File: src/rtl/baud_cfg_sequencer.sv
// Baud-divisor programming controller: arbitrates CPU vs. preset requests, writes the
// divisor byte-wise into the baud generator and waits for the first tick at the new rate.
module baud_cfg_sequencer #(
    parameter int DIV0    = 651,
    parameter int DIV1    = 326,
    parameter int DIV2    = 163,
    parameter int DIV3    = 81,
    parameter int TIMEOUT = 131072
) (
    input  logic        clk,
    input  logic        rst_n,
    input  logic        cpu_req,
    input  logic [15:0] cpu_div,
    input  logic        preset_req,
    input  logic [1:0]  preset_sel,
    input  logic        baud_tick,
    output logic        cpu_ack,
    output logic        preset_ack,
    output logic        busy,
    output logic        done,
    output logic        err,
    output logic        cfg_hold,
    output logic [15:0] cur_div,
    output logic        baud_write_en,
    output logic        baud_write_location,
    output logic [7:0]  baud_generator_write_line
);

    typedef enum logic [2:0] {IDLE, WR_LO, WR_HI, SETTLE, FIN} state_t;

    localparam logic [17:0] SETTLE_LAST = 18'(TIMEOUT - 1);

    state_t      state;
    logic [15:0] div_q;
    logic [17:0] settle_cnt;
    logic        last_cpu;     // 1 = CPU won the previous grant

    logic        grant_any;
    logic        grant_cpu;
    logic [15:0] preset_div;
    logic [15:0] req_div;

    // Round-robin: a lone request wins; on a tie the side not served last time wins.
    assign grant_any = cpu_req | preset_req;
    assign grant_cpu = cpu_req & (~preset_req | ~last_cpu);
    assign req_div   = grant_cpu ? cpu_div : preset_div;

    always_comb begin
        // NOTE: default assignment first so no path through the case leaves preset_div unassigned (no latch).
        preset_div = 16'(DIV1);
        case (preset_sel)
            2'd0:    preset_div = 16'(DIV0);
            2'd1:    preset_div = 16'(DIV1);
            2'd2:    preset_div = 16'(DIV2);
            default: preset_div = 16'(DIV3);
        endcase
    end

    // NOTE: all state and outputs are updated with non-blocking assignments so every register samples pre-edge values.
    always_ff @(posedge clk or negedge rst_n) begin
        if (!rst_n) begin
            state                     <= IDLE;
            div_q                     <= '0;
            settle_cnt                <= '0;
            last_cpu                  <= 1'b0;
            cpu_ack                   <= 1'b0;
            preset_ack                <= 1'b0;
            busy                      <= 1'b0;
            done                      <= 1'b0;
            err                       <= 1'b0;
            cfg_hold                  <= 1'b0;
            cur_div                   <= 16'(DIV1);
            baud_write_en             <= 1'b0;
            baud_write_location       <= 1'b0;
            baud_generator_write_line <= 8'h00;
        end else begin
            cpu_ack                   <= 1'b0;
            preset_ack                <= 1'b0;
            done                      <= 1'b0;
            err                       <= 1'b0;
            baud_write_en             <= 1'b0;
            baud_write_location       <= 1'b0;
            baud_generator_write_line <= 8'h00;

            case (state)
                IDLE: begin
                    if (grant_any) begin
                        last_cpu   <= grant_cpu;
                        cpu_ack    <= grant_cpu;
                        preset_ack <= ~grant_cpu;
                        div_q      <= req_div;
                        busy       <= 1'b1;
                        cfg_hold   <= 1'b1;
                        if (req_div == 16'd0) begin
                            // A zero divisor would stall the generator; reject without writing.
                            state <= FIN;
                            done  <= 1'b1;
                            err   <= 1'b1;
                        end else begin
                            state                     <= WR_LO;
                            baud_write_en             <= 1'b1;
                            baud_generator_write_line <= req_div[7:0];
                        end
                    end
                end

                WR_LO: begin
                    state                     <= WR_HI;
                    baud_write_en             <= 1'b1;
                    baud_write_location       <= 1'b1;
                    baud_generator_write_line <= div_q[15:8];
                end

                WR_HI: begin
                    state      <= SETTLE;
                    settle_cnt <= '0;
                end

                SETTLE: begin
                    if (baud_tick) begin
                        state <= FIN;
                        done  <= 1'b1;
                    end else if (settle_cnt == SETTLE_LAST) begin
                        state <= FIN;
                        done  <= 1'b1;
                        err   <= 1'b1;
                    end else begin
                        settle_cnt <= settle_cnt + 18'd1;
                    end
                end

                FIN: begin
                    state    <= IDLE;
                    busy     <= 1'b0;
                    cfg_hold <= 1'b0;
                    if (!err) cur_div <= div_q;
                end

                default: state <= IDLE;
            endcase
        end
    end

endmodule

File: config.mk
export PLATFORM = sky130hd
export DESIGN_NAME = baud_cfg_sequencer
export DESIGN_NICKNAME = d
export VERILOG_FILES = /design/src/rtl/baud_cfg_sequencer.sv
export SDC_FILE = /design/constraint.sdc
export NUM_CORES = 1
export LEC_CHECK = 0
export CAP_MARGIN = 25
export CORE_MARGIN = 2
export CORE_UTILIZATION = 30
export CTS_BUF_LIST = sky130_fd_sc_hd__clkbuf_4
export DETAILED_ROUTE_END_ITERATION = 8
export SETUP_SLACK_MARGIN = 0.3
export SLEW_MARGIN = 20
export SYNTH_ARGS = -nofsm -noshare
export SYNTH_HDL_FRONTEND = slang
export SYNTH_SLANG_ARGS = --single-unit
File: constraint.sdc
create_clock -name clk -period 2 [get_ports clk]
set_input_delay 0.4 -clock clk [delete_from_list [all_inputs] [get_ports clk]]
set_output_delay 0.4 -clock clk [all_outputs]
set_load 0.03 [all_outputs]
Word level (Yosys, flattened, before mapping):

Index checks and enable logic that the tools add are counted.

* add/sub/neg operators: 1
* equality and inequality tests: 11
* multiplexer cells: 30
* bitwise operators: 7
* reduce and logical (&&, ||, !) cells: 10

Operator list (number)
* two-way mux 18 bit: 2
* one-hot mux 18 bit (2 select lines): 1
* one-hot mux 10 bit (3 select lines): 1
* adder 18 x 1 -> 18 bit, second input constant: 1
* == test 18 x 17 -> 1 bit, second input constant: 1
* zero test 16 bit: 1
* two-way mux 16 bit: 1
* two-way mux 8 bit: 2
* one-hot mux 8 bit (2 select lines): 1
* two-way mux 1 bit: 13
* two-way mux 3 bit: 4
* one-hot mux 3 bit (4 select lines): 1
* one-hot mux 1 bit (2 select lines): 4
* AND reduction 2 bit: 4
* == test 3 x 2 -> 1 bit, second input constant: 2
* inequality test 2 bit, second input constant: 3
* NOT 1 bit: 4
* nonzero test 2 bit: 2
* == test 3 x 1 -> 1 bit, second input constant: 1
* == test 3 bit, second input constant: 1
* zero test 3 bit: 1
* inequality test 3 bit, second input constant: 1
* AND reduction 3 bit: 1
* == test 2 x 1 -> 1 bit, second input constant: 1
* 4 further kinds: 5

* flip-flop bits (word level): 69
* bits of input ports: 23
* output and inout bits: 32
* logic and storage cells: 72

Depth between registers and ports, before layout:

* depth after elaboration: 8
* gate-level depth with buffers: 7
* depth with buffers taken out: 6

Least setup slack after synthesis:

Ideal clock, no wire load.

* kind: reg-to-reg
* start point: register state[1]
* end point: register cur_div[10]
* library setup time: 0.125 ns
* arrival time: 1.660 ns
* slack: 0.215 ns
* cell stages (with the launch flop): 7
* buffers on the path: 2
* clock period less this slack: 1.785 ns
* cell sequence: dfrtp_1 clkbuf_1 nor2_1 nand2_1 nor2_1 buf_2 mux2_2

* word-level cells in the longest chain between the ends: 2

RTL lines
* start, declared: RTL line 33 `state_t state;`
* start signal, assigned: RTL line 62 `state <= IDLE;`
* start signal, assigned: RTL line 96 `state <= FIN;`
* start signal, assigned: RTL line 100 `state <= WR_LO;`
* == test 3 bit: RTL line 85 `case (state)`
* AND reduction 2 bit (no source line)
* end signal, assigned: RTL line 72 `cur_div <= 16'(DIV1);`
* end signal, assigned: RTL line 136 `if (!err) cur_div <= div_q;`
* end, declared: RTL line 23 `output logic [15:0] cur_div,`

No other way between the ends.
A chain may end at the register's enable or synchronous reset.

Worst setup path after layout:

* start point: register settle_cnt[1]
* end point: register settle_cnt[15]

* word-level cells in the longest chain between the ends: 4
* elaborated cells between the ends (all ways): 7
* classes of those cells: add/sub (1); eq/ne (2); mux (3); reduce/logical (1)

RTL lines
* start, declared: RTL line 35 `logic [17:0] settle_cnt;`
* start signal, assigned: RTL line 128 `settle_cnt <= settle_cnt + 18'd1;`
* adder 18 x 1 -> 18 bit: RTL line 128
* two-way mux 18 bit: RTL line 123 `end else if (settle_cnt == SETTLE_LAST) begin`
* two-way mux 18 bit: RTL line 120 `if (baud_tick) begin`
* one-hot mux 18 bit (2 select lines): RTL line 85

Parallel ways exist; a longest one is shown, timed or not. The select of a mux whose other input is x is not followed.

==> out/results.txt <==
Maxcap violations -> 0
Post-synth EDFFs -> 0
Pre-CTS setup slack -> -0.112 ns
Worst R2R Start -> settle_cnt[1]$_DFFE_PN0P_
Post-synth top cells -> dfrtp_1, nand2_1, nor2_1
Worst-path fanout max -> 6
Max Slew Vio Count -> 0
Final Cycle Share -> 0.899
Adder-cell share of the synthesized area -> 0.00414
Nets -> 402
Slowest CP cell -> or3_4
Worst skew pair latency -> 0.42 ns
Rows -> 36
LEAKAGE -> 2.18 nW
Post-Syn Area per Cell -> 11.0 µm²
Crit path to -> settle_cnt[15]$_DFFE_PN0P_
I/O Buffers -> 54
Hold Path Depth -> 1
# diodes -> 0
Rel. slew slack -> 0.622
Clk root buf -> clkbuf_4
Clk_skew -> 0.0106 ns
RSZ-0062 raised after global routing -> yes
Vias in the first global route -> 2607
HPWL Detailed -> 5160 µm
Clock transition at path regs -> 0.13 ns
Asr flop ratio synth -> 1.00
Largest net degree at the start of global routing -> 28
Synth Area in Compound Gates -> 0.125
Hold Vio Cnt, Final -> 0
Detailed Route Iter0 Violations -> 106
Sink Count -> 69
Crit Path Class -> reg2reg
Delay of the slowest cell on the worst path -> 0.44 ns
Initial Utilization -> 0.309
Hold/Removal Path Class -> reg2reg
Synthesized flop and latch total -> 69
Via count -> 2528
Core area -> 0.00977 mm²
Top-count cell post-synth -> dfrtp_1
Worst Setup SP -> settle_cnt[1]$_DFFE_PN0P_
DR pass1 iterations -> 5
Post-Syn Instances -> 274
Pwr dens -> 1180 mW/mm²
Worst reg2reg endpoint -> settle_cnt[15]$_DFFE_PN0P_
Crit path DAT -> 2.09 ns
VDD IR max -> 0.749 mV
Initial antenna violation count -> 0
Synth cell types -> 44
Drt total wl -> 7990 µm
P&R area growth vs syn -> 45.8%
Setup crit end kind -> flop
Crit-path cells -> ha_2, nand2_2, or3_4, buf_6, o211ai_1, xor2_1, nor2_1
Fin crit period -> 1.80 ns
Status -> completed
Largest family of logic cells by synthesized area -> simple AND/OR/NAND/NOR gates
Yosys warnings -> 0
Number of vias per cell -> 4.90
Slew at the pin with the worst max-slew slack -> 0.567 ns
Post-layout util -> 0.450
Die extent in x -> 104 µm
Share of layout cells above drive strength 1 -> 0.324
Synth area leader -> dfrtp_1
Mapped cell area -> 0.00302 mm²
Global-route wire length before repair -> 13100 µm
Power Total -> 5.18 mW
Yosys top cell area share -> 0.539
Num CTS Buffers -> 9
Fill cells -> 934
Syn Nets -> 298
Main synth FF type -> dfrtp_1
Clock Path Buffers -> 2
DRC viols -> 0
Reg2reg path depth -> 7
Mux cell area share after synthesis -> 0.0663
Sequential area share after synthesis -> 0.573
Die Ht -> 104 µm
Routability cong. -> 0.834
Total grt overflow -> 0
Ports -> 55
Die area -> 0.0109 mm²
FMAX -> 556 MHz
Wire per inst -> 15.5 µm
Worst Slack Setup Final -> 0.202 ns
Top cells by area, synth -> dfrtp_1, mux2_2, a21o_1
Flop-to-flop setup slack -> 0.20 ns
Gr usage total -> 0.152
CTS tree -> built
Max H-tree Level -> 3
Final ANT Viol Nets -> 0
Post-Synth XOR/XNOR Area -> 0.0290
Worst Path Required -> 2.30 ns
Setup-failing EPs final -> 0
Startpoint types -> flop
Synth Area in Simple Gates -> 0.179
==> per-stage QoR <==
stage	instances	cell area, µm²	hold WS (ns)	setup TNS [ns]
after floorplan	274	3030	0.104	0
after global placement	474	3910	0.416	-0.598
after detailed placement	474	3910	0.422	-0.724
after CTS	514	4360	0.486	0
after global routing	516	4400	0.504	0
final	516	4400	0.494	0
==> power by group <==
group          leakage, nW  switching, mW  internal (mW)
Sequential           0.899          0.256           1.85
Clock               0.0772          0.565          0.406
Combinational         1.20           1.22          0.885
Total                 2.18           2.04           3.14
==> critical path: cells and delay by family, from the launching register on <==
kind | cells | cell delay (ns)
flops | 1 | 0.40
fa+ha+maj | 1 | 0.20
simple gates | 3 | 0.56
compound gates | 1 | 0.18
xor+xnor | 1 | 0.19
buf+inv | 1 | 0.15
==> layout by cell type, fill, tap and decap left out, types with 4 or more instances in the layout <==
cell / instances
a21o_1: 17
nor4_4: 4
a21oi_1: 10
nand2_1: 28
buf_4: 40
dlygate4sd2_1: 28
clkdlybuf4s50_1: 20
nand3_1: 8
dfrtp_1: 61
nor3_1: 7
buf_2: 4
nor2_1: 18
mux2_2: 16
xor2_1: 6
xnor2_1: 4
buf_12: 4
buf_6: 6
dfstp_2: 4
nand4_1: 5
inv_1: 4
dfrtp_2: 4
o21ai_0: 9
clkbuf_4: 10
o21ai_2: 7
==> timing repair <==
| item | in CTS | in global routing |
|---|---|---|
| resized for setup | 75 | 20 |
| setup endpoints to repair | 55 | 33 |
| pin swaps | 17 | 15 |
| hold buffers | 1 | 0 |
| buffers inserted | 23 | 2 |
| endpoints found under the hold margin | 18 | 0 |
==> routing by layer <==
layer / part of all wire / vias up / global-route usage
li1: - / 1197 / -
met1: 0.45 / 1247 / 0.196
met2: 0.49 / 75 / 0.245
met3: 0.054 / 9 / 0.0432
met4: 0.010 / 0 / 0.0492
met5: 0 / - / 0
==> sequential cells by signal, indices dropped and copies added, names as in the netlist <==
| name | count |
|---|---|
| div_q | 16 |
| done | 1 |
| err | 1 |
| baud_generator_write_line | 8 |
| cpu_ack | 1 |
| last_cpu | 1 |
| baud_write_location | 1 |
| settle_cnt | 18 |
| cur_div | 16 |
| cfg_hold | 1 |
| state | 3 |
| preset_ack | 1 |
| baud_write_en | 1 |
==> worst min-delay path by stage <==
stage / from / endpoint / slack [ns]
5_1_grt: div_q[6]$_DFFE_PN0P_ / div_q[6]$_DFFE_PN0P_ / 0.50
3_5_place_dp: rst_n / settle_cnt[17]$_DFFE_PN0P_ / 0.42
6_report: div_q[7]$_DFFE_PN0P_ / div_q[7]$_DFFE_PN0P_ / 0.49
2_1_floorplan: rst_n / baud_generator_write_line[0]$_DFF_PN0_ / 0.10
4_1_cts: rst_n / cur_div[14]$_DFFE_PN0P_ / 0.49
3_3_place_gp: rst_n / settle_cnt[17]$_DFFE_PN0P_ / 0.42
==> final cells by class <==
type                    instances  area, µm²  area share
flip-flops and latches         69       1740       0.394
well taps                     133        166      0.0378
multi-input cells             189       1400       0.317
clock buffers                  10       75.1      0.0171
inverters                       4       15.0     0.00341
repair buffers                105        941       0.214
clock inverters                 6       72.6      0.0165
==> cells by family after synthesis <==
group           after synthesis
xor+xnor                     10
mux                          18
simple gates                102
buf+inv                      16
compound gates               58
flops                        69
fa+ha+maj                     1
Note: power is estimated with default switching activity, not from simulation.
